<file path="src/rtl/des_dec_keysched.sv">
// DES key schedule: issues round subkeys K16..K1 for decryption, one per handshake.
// Define DES_KS_ENC_MODE_EN to add an enc input that selects K1..K16 order.
module des_dec_keysched (
    input  logic        clk,
    input  logic        rst_n,
    input  logic [1:64] key_in,
    input  logic        key_valid,
`ifdef DES_KS_ENC_MODE_EN
    input  logic        enc,
`endif
    output logic        key_ready,
    output logic [1:48] subkey_out,
    output logic        subkey_valid,
    input  logic        subkey_ready,
    output logic [3:0]  round_idx,
    output logic        last
);

    typedef enum logic {IDLE, RUN} state_t;

    localparam int PC1 [56] = '{
        57, 49, 41, 33, 25, 17,  9,  1, 58, 50, 42, 34, 26, 18,
        10,  2, 59, 51, 43, 35, 27, 19, 11,  3, 60, 52, 44, 36,
        63, 55, 47, 39, 31, 23, 15,  7, 62, 54, 46, 38, 30, 22,
        14,  6, 61, 53, 45, 37, 29, 21, 13,  5, 28, 20, 12,  4
    };

    localparam int PC2 [48] = '{
        14, 17, 11, 24,  1,  5,  3, 28, 15,  6, 21, 10,
        23, 19, 12,  4, 26,  8, 16,  7, 27, 20, 13,  2,
        41, 52, 31, 37, 47, 55, 30, 40, 51, 45, 33, 48,
        44, 49, 39, 56, 34, 53, 46, 42, 50, 36, 29, 32
    };

    // FIPS bit p (1 = MSB) of an N-bit vector sits at index N-p here.
    function automatic logic [55:0] pc1(input logic [63:0] k);
        logic [55:0] r;
        r = '0;
        for (int i = 0; i < 56; i++)
            r[6'(55 - i)] = k[6'(64 - PC1[i])];
        return r;
    endfunction

    function automatic logic [47:0] pc2(input logic [55:0] cd);
        logic [47:0] r;
        r = '0;
        for (int i = 0; i < 48; i++)
            r[6'(47 - i)] = cd[6'(56 - PC2[i])];
        return r;
    endfunction

    // Rounds 1, 2, 9 and 16 shift by one, all others by two.
    function automatic logic shift2(input logic [3:0] idx);
        return !(idx == 4'd0 || idx == 4'd1 || idx == 4'd8 || idx == 4'd15);
    endfunction

    function automatic logic [27:0] rotr(input logic [27:0] v, input logic two);
        return two ? {v[1:0], v[27:2]} : {v[0], v[27:1]};
    endfunction

    function automatic logic [27:0] rotl(input logic [27:0] v, input logic two);
        return two ? {v[25:0], v[27:26]} : {v[26:0], v[27]};
    endfunction

    state_t      state_q;
    state_t      state_d;
    logic [27:0] c_q;
    logic [27:0] d_q;
    logic [55:0] cd_load;
    logic        accept;
    logic        consume;
    logic        fin;
    logic        enc_sel;
    logic        enc_q;

`ifdef DES_KS_ENC_MODE_EN
    assign enc_sel = enc;

    always_ff @(posedge clk or negedge rst_n) begin
        if (!rst_n)
            enc_q <= 1'b0;
        else if (accept)
            enc_q <= enc;
    end
`else
    assign enc_sel = 1'b0;
    assign enc_q   = 1'b0;
`endif

    assign cd_load    = pc1(key_in);
    assign subkey_out = pc2({c_q, d_q});
    assign fin        = (round_idx == (enc_q ? 4'd15 : 4'd0));
    assign last       = subkey_valid && fin;

    always_ff @(posedge clk or negedge rst_n) begin
        if (!rst_n)
            state_q <= IDLE;
        else
            state_q <= state_d;
    end

    always_comb begin
        state_d      = state_q;
        key_ready    = 1'b0;
        subkey_valid = 1'b0;
        accept       = 1'b0;
        consume      = 1'b0;
        unique case (state_q)
            IDLE: begin
                key_ready = 1'b1;
                if (key_valid) begin
                    accept  = 1'b1;
                    state_d = RUN;
                end
            end
            RUN: begin
                subkey_valid = 1'b1;
                if (subkey_ready) begin
                    consume = 1'b1;
                    if (fin)
                        state_d = IDLE;
                end
            end
        endcase
    end

    // Decryption walks back with right rotations; 28 in total restores C0,D0.
    always_ff @(posedge clk or negedge rst_n) begin
        if (!rst_n) begin
            c_q       <= '0;
            d_q       <= '0;
            round_idx <= '0;
        end else if (accept) begin
            if (enc_sel) begin
                c_q       <= rotl(cd_load[55:28], 1'b0);
                d_q       <= rotl(cd_load[27:0], 1'b0);
                round_idx <= 4'd0;
            end else begin
                c_q       <= cd_load[55:28];
                d_q       <= cd_load[27:0];
                round_idx <= 4'd15;
            end
        end else if (consume) begin
            if (enc_q) begin
                if (!fin) begin
                    c_q       <= rotl(c_q, shift2(4'(round_idx + 4'd1)));
                    d_q       <= rotl(d_q, shift2(4'(round_idx + 4'd1)));
                    round_idx <= 4'(round_idx + 4'd1);
                end
            end else begin
                c_q <= rotr(c_q, shift2(round_idx));
                d_q <= rotr(d_q, shift2(round_idx));
                if (!fin)
                    round_idx <= 4'(round_idx - 4'd1);
            end
        end
    end

endmodule

</file>
<file path="config.mk">
export PLATFORM = sky130hd
export DESIGN_NAME = des_dec_keysched
export DESIGN_NICKNAME = d
export VERILOG_FILES = /design/src/rtl/des_dec_keysched.sv
export SDC_FILE = /design/constraint.sdc
export NUM_CORES = 1
export LEC_CHECK = 0
export ABC_AREA = 1
export CAP_MARGIN = 10
export CORE_ASPECT_RATIO = 0.6
export CORE_UTILIZATION = 40
export DETAILED_ROUTE_END_ITERATION = 6
export PLACE_DENSITY_LB_ADDON = 0.2
export SKIP_CTS_REPAIR_TIMING = 1
export SKIP_LAST_GASP = 1
export SYNTH_ARGS = -nofsm -noshare
export SYNTH_HDL_FRONTEND = slang
export SYNTH_SLANG_ARGS = --single-unit
export TNS_END_PERCENT = 50
</file>
<file path="constraint.sdc">
create_clock -name clk -period 2.2 [get_ports clk]
set_input_delay 0.44 -clock clk [delete_from_list [all_inputs] [get_ports clk]]
set_output_delay 0.44 -clock clk [all_outputs]
set_load 0.02 [all_outputs]
</file>
# Yosys cells after proc, flatten, opt, wreduce, memory -nomap -nowiden
# Cells that the tools add are included.
[totals]
register_bits = 61
inputBits = 68
out_inout_bits = 55
word_cells = 35
[classes]
n_addsub = 1
eq_ne = 4
mux = 18
n_bitwise = 1
reduce_logical = 7
[ops]
columns = ["op", "n"]
rows = [
  ["28-bit two-way mux", 6],
  ["4-bit two-way mux", 3],
  ["4-bit equality test (second input constant)", 2],
  ["1-bit two-way mux", 8],
  ["4-bit by 1-bit equality test with 1-bit output (second input constant)", 1],
  ["4-bit logical NOT", 1],
  ["4-bit by 1-bit subtractor with 4-bit output (second input constant)", 1],
  ["1-bit logical OR", 3],
  ["2-bit inequality test (second input constant)", 1],
  ["1-bit one-hot mux with 2 select lines", 1],
  ["2-bit AND reduction", 1],
  ["2-bit nonzero test", 1],
  ["1-bit logical AND", 1],
  ["1-bit NOT", 1],
]

# Depth between registers and ports, before layout
# Gate-level depths: netlist of the first run.
[logic_depth]
word_depth = 7
depth_mapped = 10
depth_no_buf = 9

# Worst setup path after synthesis of the first run
# Ideal clock, no wire load.
[synth_timing]
path_kind = "reg2reg"
from = "reg round_idx[0]"
to = "reg c_q[22]"
setup_ns = 0.117
arrival_ns = 1.601
t_required_ns = 2.083
setup_slack_ns = 0.481
path_stages_with_launch = 11
path_buffers = 2
synth_period_minus_slack_ns = 1.719
cell_sequence = "dfrtp_1 -> inv_1 -> ha_1 -> nor2_1 -> nand2_4 -> nand2_2 -> buf_6 -> buf_6 -> nand2_1 -> nand3_1 -> nand2_1"
[synth_via]
elab_chain_len = 7
elab_cells_between_ends = 10
cone_classes = "3 x eq/ne; 3 x mux; 4 x reduce/logical"
[synth_rtl]
columns = ["item", "line_no", "text"]
rows = [
  ["start: declaration", "15", "output logic [3:0] round_idx,"],
  ["start signal: assignment", "148", "round_idx <= 4'(round_idx + 4'd1);"],
  ["start signal: assignment", "154", "round_idx <= 4'(round_idx - 4'd1);"],
  ["4-bit by 1-bit equality test with 1-bit output / 4-bit logical NOT (equally long branches)", "54", "return !(idx == 4'd0 || idx == 4'd1 || idx == 4'd8 || idx == 4'd15);"],
  ["1-bit logical OR (2 in series)", "54", ""],
  ["1-bit logical OR (*)", "54", ""],
  ["28-bit two-way mux (*)", "58", "return two ? {v[1:0], v[27:2]} : {v[0], v[27:1]};"],
  ["28-bit two-way mux (*)", "143", "end else if (consume) begin"],
  ["28-bit two-way mux (*)", "133", "end else if (accept) begin"],
  ["end signal: assignment", "135", "c_q <= rotl(cd_load[55:28], 1'b0);"],
  ["end signal: assignment", "139", "c_q <= cd_load[55:28];"],
  ["end signal: assignment", "146", "c_q <= rotl(c_q, shift2(4'(round_idx + 4'd1)));"],
  ["end: declaration", "67", "logic [27:0] c_q;"],
]
# Every way passes the cells marked *; elsewhere a longest branch is shown, timed or not. The select of a mux whose other input is x is not followed.
# A chain may end at the register's enable or synchronous reset.

# Final worst setup path of the first run
[layout_timing]
from = "reg round_idx[1]"
to = "out last"
[layout_via]
elab_chain_len = 2
[layout_rtl]
columns = ["item", "line_no", "text"]
rows = [
  ["4-bit logical NOT", "92", "assign fin = (round_idx == (enc_q ? 4'd15 : 4'd0));"],
  ["1-bit logical AND", "93", "assign last = subkey_valid && fin;"],
  ["end: declaration", "16", "output logic last"],
]
# No other way between the ends.

==> summary.txt, run 1 <==
Drt
  – 1st-iter DRT viols: between 200 and 250
  – DRT Wirelength: 8.09 mm
  – Routed Antenna Nets: 0
  – Drt first pass iters: 5
  – Drt via density: approximately 4.6
  – Routed len/inst: approximately 12 um
  – # DRC: 0
  – Via Count: 3101

Timing
  – Fin crit share: 0.888
  – Clk_skew: 0.00633 ns
  – Final worst path period need: approximately 2.0 ns
  – Max-slew violations: 0
  – FMAX: 512 MHz
  – Final setup viols: 0
  – Setup TNS: 0 ns
  – Unrepaired setup endpoints after global routing: false
  – Hold Fails Final Rpt: 0
  – Final hold slack: approximately 0.13 ns

Setup path
  – Crit path required time: approximately 1.8 ns
  – Worst path cell trace: inv_1 -> ha_1 -> nand3_1 -> nor2_1 -> dlymetal6s2s_1
  – Critical path type: flip-flop to primary output
  – Slowest stage delay, CP: approximately 0.38 ns
  – Arr. time, crit path: around 1.5 ns
  – Setup crit start kind: flip-flop
  – Critical R2R Launch: round_idx[1]
  – CP max-delay cell: dfrtp_1
  – Max FO, Critical Path: 4
  – Worst R2R End: d_q[3]
  – Crit end category: primary output
  – R2R depth: 10
  – R2R Setup Slk: just under 0.4 ns

Placement
  – Buffers on Ports: 52
  – Placed inst area: approximately 4000 um2
  – Hpwl dp: between 5 and 6 mm
  – Routability cong.: roughly 0.80

Finish
  – Layout cells sized above 1: 0.0563
  – Ant. Diodes: 0
  – FILL cells: approximately 890
  – Final nets: between 600 and 700
  – Cell area after layout: between 4000 and 5000 um2
  – Synth-to-Final Area Change: 18.1%

Die
  – IO Pins: 123
  – Initial Utilization: 0.425
  – Die W: about 130 um
  – Die height: between 70 and 80 um
  – Core area: roughly 8800 um2
  – Die area: around 9700 um2
  – Row cnt: 26

Yosys
  – Ys async rst share: 1.00
  – Synth warnings: 0
  – Syn Std Cell Area: 3720 um2
  – Number of cells produced by synthesis: 542
  – Yosys cell types: 20
  – Primary FF master, synth: dfrtp_1
  – Register area share after synthesis: 0.411
  – Yosys reg bits: approximately 60
  – EDFF count, synth: 0
  – Syn_area_per_cell: a little under 7 um2

GRT
  – Total grt overflow: 0
  – Vias in the first global route: 2932
  – Initial antenna violation count: 0
  – First-pass GRT wire length: around 14 mm
  – GRT Total Usage: 0.185
  – Pin count of the biggest net entering global routing: a little over 60

Clocking
  – H-tree depth: 3
  – CTS tree: yes
  – Total CTS buffers: 9
  – Worst-case clock buffer depth: 2
  – Worst-Skew Late Latency: 0.33 ns
  – CTS clk-pin slew, worst paths: about 0.05 ns
  – Clock sink count: 61
  – CTS Root Cell: clkbuf_16

Status
  – Status: complete, no violations

Pwr
  – Power per cell area: around 1700 nW/um2
  – Tot Pwr: about 0.0075 W
  – Leakage: about 2.4 nW
  – Max IR drop VDD: 788 uV

Job
  – Max Cap Viol: 0

Worst hold path
  – HP Class: primary input to async pin
[state kept, by name, summed over array words and instances (netlist names)]
signal / flops
state_q: 1
round_idx: 4
d_q: 28
c_q: 28
[stage by stage]
step | worst slack, ns | utilization | cells
floorplan | 0.481 | - | 563
global placement | 0.204 | 0.466 | 665
detailed placement | 0.204 | 0.466 | 665
CTS | -0.167 | 0.502 | 680
global route | 0.112 | 0.502 | 680
finish | 0.246 | 0.502 | 680
[layer usage]
metal | wire, um | vias to the layer above | GRT usage
met5 | 0 | - | 0
met4 | 76 | 0 | 0.0651
met3 | 451 | 7 | 0.0440
met2 | 3460 | 85 | 0.273
met1 | 4110 | 1398 | 0.265
li1 | - | 1611 | -
[cell families (layout without fill, tap and decap cells)]
logic type,Yosys count,in the layout,share of synthesized area
and+or+nand+nor,323,323,0.353
buffers and inverters,136,141,0.199
DFF,61,61,0.411
AOI/OAI and AO/OA,16,16,0.0219
adders and majority gates,3,3,0.0101
xor gates and xnor gates,2,2,0.00471
other,1,22,0.00101
[cells in the mapped netlist, types with 3 or more instances]
library cell,instances,area share
inv_2,3,0.0030
o21ai_0,12,0.016
nand3_1,65,0.088
nand2_1,231,0.23
buf_4,51,0.10
nand2_2,4,0.0067
buf_6,3,0.0091
clkbuf_1,5,0.0050
inv_1,61,0.062
buf_2,12,0.016
dfrtp_1,61,0.41
ha_1,3,0.010
nor2_1,22,0.022
[worst max-delay path by stage]
stage	start	to	slack, ns
after floorplan	round_idx[0]	c_q[22]	0.48
after global placement	round_idx[1]	last	0.20
after detailed placement	round_idx[1]	last	0.20
after CTS	round_idx[1]	last	-0.17
after global routing	round_idx[1]	last	0.11
final	round_idx[1]	last	0.25
[where the power goes]
| group | leakage [nW] | internal, W | switching, W |
|---|---|---|---|
| Combinational | 1.50 | 0.00150 | 0.00249 |
| Clock | 0.152 | 0.00101 | 0.000489 |
| Sequential | 0.765 | 0.00165 | 0.000367 |
| Total | 2.42 | 0.00417 | 0.00335 |
[critical path, delay by kind of cell (launching register included)]
family,cells,cell delay (ns)
flops,1,0.38
buf+inv,2,0.35
simple gates,2,0.25
fa+ha+maj,1,0.21
[cell usage in the layout (no fill, tap or decap)]
| cell | Yosys | final |
|---|---|---|
| buf_2 | 12 | 1 |
| o21ai_1 | 2 | 2 |
| nand2_2 | 4 | 4 |
| inv_1 | 61 | 61 |
| o21ai_0 | 12 | 12 |
| nand2_4 | 1 | 1 |
| clkinv_1 | 1 | 1 |
| conb_1 | 1 | 22 |
| clkbuf_1 | 5 | 1 |
| clkdlybuf4s50_1 | 0 | 50 |
| bufinv_16 | 0 | 2 |
| clkbuf_8 | 0 | 1 |
| nor2_1 | 22 | 22 |
| clkinv_2 | 0 | 1 |
| dfrtp_1 | 61 | 61 |
| clkbuf_16 | 0 | 9 |
| o22ai_1 | 1 | 1 |
| buf_4 | 51 | 5 |
| xor2_1 | 2 | 2 |
| dlymetal6s2s_1 | 0 | 1 |
| inv_2 | 3 | 3 |
| nand2_1 | 231 | 231 |
| ha_1 | 3 | 3 |
| nand3_1 | 65 | 65 |
| a21oi_1 | 1 | 1 |
| buf_12 | 0 | 4 |
| clkinvlp_4 | 0 | 1 |
[cell type report]
class / count / area [um2] / area share
multi-input combinational: 366 / 1530 / 0.348
sequential: 61 / 1530 / 0.348
timing repair buffer: 61 / 636 / 0.145
inverter: 65 / 244 / 0.0556
clock buffer: 11 / 243 / 0.0553
tap: 112 / 140 / 0.0319
clock inverter: 4 / 72.6 / 0.0165
Note: power is estimated with default switching activity, not from simulation.
==> run 2, diff against run 1 <==
--- a/config.mk
+++ b/config.mk
@@ -8,11 +8,14 @@
 export ABC_AREA = 1
 export CAP_MARGIN = 10
 export CORE_ASPECT_RATIO = 0.6
+export CORE_MARGIN = 5
 export CORE_UTILIZATION = 40
+export CTS_CLUSTER_DIAMETER = 60
 export DETAILED_ROUTE_END_ITERATION = 6
 export PLACE_DENSITY_LB_ADDON = 0.2
 export SKIP_CTS_REPAIR_TIMING = 1
 export SKIP_LAST_GASP = 1
+export SLEW_MARGIN = 40
 export SYNTH_ARGS = -nofsm -noshare
 export SYNTH_HDL_FRONTEND = slang
 export SYNTH_SLANG_ARGS = --single-unit
==> run 2 against run 1 <==
Compared with the run above: utilization decreased by 1.7 points; critical path depth is the same; hold slack got worse by 0.048 ns; worst setup slack worse by 0.071 ns; via count grew 1.7%; clock skew fell by 0.00093 ns; critical path type unchanged; largest cell class unchanged.
==> summary.txt, run 2 (synthesis gave the netlist of run 1 again) <==
Clocking
  – CTS tree: yes (unchanged)
  – Worst-Skew Late Latency: 0.33 ns (about the same)
  – Clock sink count: 61 (unchanged)
  – CTS clk-pin slew, worst paths: 0.05 ns (about the same)
  – H-tree depth: 3 (unchanged)
  – Total CTS buffers: 9 (unchanged)
  – Worst-case clock buffer depth: 2 (unchanged)
  – CTS Root Cell: clkbuf_16 (unchanged)

Pwr
  – Clock network fraction of design power: 0.214 (was 0.200)
  – Reg power frac: 0.264 (was 0.269)
  – Part of the power in combinational logic: 0.523 (was 0.531)
  – Cell-internal power: 0.00429 W (was 0.00417 W)
  – Leakage: 2.43 nW (was 2.42 nW)
  – Power per cell area: 1730 nW/um2 (was 1710 nW/um2)
  – Psw: 0.00335 W (about the same)
  – Max IR drop VDD: 699 uV (was 788 uV)
  – Switching portion of total power: 0.439 (was 0.445)

Finish
  – Synth-to-Final Area Change: 19.0% (was 18.1%)
  – Final nets: 635 (unchanged)
  – Multi-input logic area: 1530 um2 (unchanged)
  – Area taken by flip-flops and latches: 1530 um2 (unchanged)
  – Most common cell after layout, fill and taps aside: nand2_1 (unchanged)
  – Most frequent cells in the layout: 231 x nand2_1, 65 x nand3_1, 61 x inv_1, 61 x dfrtp_1, 50 x clkdlybuf4s50_1 (unchanged)
  – Ant. Diodes: 0 (unchanged)
  – FILL cells: 897 (was 888)
  – Layout cells sized above 1: 0.0562 (was 0.0563)
  – Regs by FF count: c_q: 28 flops, d_q: 28 flops, round_idx: 4 flops (unchanged)

Timing
  – Fin crit share: 0.920 (was 0.888)
  – Hold Fails Final Rpt: 0 (unchanged)
  – Worst-margin pin slew: roughly 0.52 ns
  – Clk_skew: 0.00540 ns (was 0.00633 ns)
  – Final setup viols: 0 (unchanged)
  – Slew margin rel.: 0.656
  – Final worst slack: 0.176 ns (was 0.246 ns)
  – FMAX: 494 MHz (was 512 MHz)
  – Unrepaired setup endpoints after global routing: false (unchanged)
  – Max-slew violations: 0 (unchanged)
  – Final hold slack: 0.0778 ns (was 0.126 ns)
  – Final worst path period need: 2.02 ns (was 1.95 ns)

GRT
  – Vias in the first global route: 2881 (was 2932)
  – Initial antenna violation count: 0 (unchanged)
  – Total grt overflow: 0 (unchanged)
  – Pin count of the biggest net entering global routing: 57 (was 62)
  – GRT Total Usage: 0.155 (was 0.185)
  – First-pass GRT wire length: 14.1 mm (was 14.2 mm)

Drt
  – # DRC: 0 (unchanged)
  – Drt first pass iters: 5 (unchanged)
  – 1st-iter DRT viols: 160 (was 214)
  – Routed len/inst: 12.2 um (was 11.9 um)
  – DRT Wirelength: 8.37 mm (was 8.09 mm)
  – Via Count: 3155 (was 3101)
  – Drt via density: 4.61 (was 4.56)
  – Routed Antenna Nets: 0 (unchanged)

Worst hold path
  – HP Class: primary input to async pin (unchanged)

Setup path
  – Crit path required time: 1.76 ns (about the same)
  – Crit end category: primary output (unchanged)
  – Setup crit start kind: flip-flop (unchanged)
  – Critical Path End: last (unchanged)
  – R2R Setup Slk: 0.33 ns (was 0.39 ns)
  – Worst R2R End: d_q[3] (unchanged)
  – Critical R2R Launch: round_idx[1] (unchanged)
  – R2R depth: 10 (unchanged)
  – Worst Setup SP: round_idx[1] (unchanged)
  – Max FO, Critical Path: 4 (unchanged)
  – Critical path type: flip-flop to primary output (unchanged)
  – Arr. time, crit path: 1.58 ns (was 1.51 ns)

Die
  – Row cnt: 27 (was 26)
  – Die area: 11400 um2 (was 9700 um2)
  – Die height: 84.7 um (was 76.7 um)
  – IO Pins: 123 (unchanged)
  – Core area: 9120 um2 (was 8750 um2)
  – Initial Utilization: 0.408 (was 0.425)
  – Die W: 134 um (was 126 um)

Placement
  – Buffers on Ports: 52 (unchanged)
  – Hpwl dp: 5.52 mm (was 5.39 mm)
  – Routability cong.: 0.806 (was 0.797)
  – Setup WS pre-CTS: 0.146 ns (was 0.204 ns)

Job
  – Max Cap Viol: 0 (unchanged)

Status
  – Status: complete, no violations (unchanged)
==> run 2: cell count changes in the layout (fill, tap and decap cells not counted) <==
| cell | change |
|---|---|
| clkbuf_1 | +1 |
| bufinv_16 | +1 |
| clkinvlp_4 | -1 |
==> run 2: final cells by class <==
type,count,area share
multi-input combinational,366,0.346
sequential,61,0.345
timing repair buffer,61,0.144
clock buffer,12,0.0557
inverter,65,0.0552
tap,116,0.0328
clock inverter,4,0.0215
==> run 2: worst min-delay path by stage <==
| stage | slack (ns) | cells past startpoint | end |
|---|---|---|---|
| 2_1_floorplan | 0.14 | 0 | c_q[0] |
| 3_3_place_gp | 0.45 | 1 | round_idx[2] |
| 3_5_place_dp | 0.45 | 1 | round_idx[1] |
| 4_1_cts | 0.09 | 1 | c_q[2] |
| 5_1_grt | 0.13 | 1 | c_q[26] |
| 6_report | 0.08 | 1 | round_idx[1] |
==> run 2: per-layer routing <==
layer	track usage	wire [um]
met4	0.0545	124
met2	0.219	3580
met5	0	0
met3	0.0497	591
met1	0.222	4080
==> run 2: per-stage QoR <==
stage                     power (W)  instance area (um2)  cells  setup TNS [ns]   util
after floorplan             0.00515                 3800    563               0      -
after detailed placement    0.00605                 4080    669               0  0.447
after CTS                   0.00774                 4420    685          -0.233  0.485
after global placement      0.00597                 4080    669               0  0.447
after global routing        0.00835                 4420    685               0  0.485
final                       0.00765                 4420    685               0  0.485
==> run 2: worst max-delay path, cell delays in order, from the launching register on <==
cell and delay [ns]:
dfrtp_1 0.39, inv_1 0.12, ha_1 0.24, nand3_1 0.16, nor2_1 0.11, dlymetal6s2s_1 0.23
==> run 2: power groups by stage <==
stage | sequential (W) | clock [W] | combinational [W]
floorplan | 0.00199 | 0 | 0.00316
global placement | 0.00202 | 0 | 0.00395
detailed placement | 0.00202 | 0 | 0.00402
CTS | 0.00202 | 0.00168 | 0.00404
global route | 0.00209 | 0.00172 | 0.00454
finish | 0.00202 | 0.00163 | 0.00400
==> run 3, diff against run 2 <==
--- a/config.mk
+++ b/config.mk
@@ -11,6 +11,7 @@
 export CORE_MARGIN = 5
 export CORE_UTILIZATION = 40
 export CTS_CLUSTER_DIAMETER = 60
+export CTS_CLUSTER_SIZE = 14
 export DETAILED_ROUTE_END_ITERATION = 6
 export PLACE_DENSITY_LB_ADDON = 0.2
 export SKIP_CTS_REPAIR_TIMING = 1
==> results of run 3 <==
No change in the layout: final DEF, timing and power equal those of run 2.
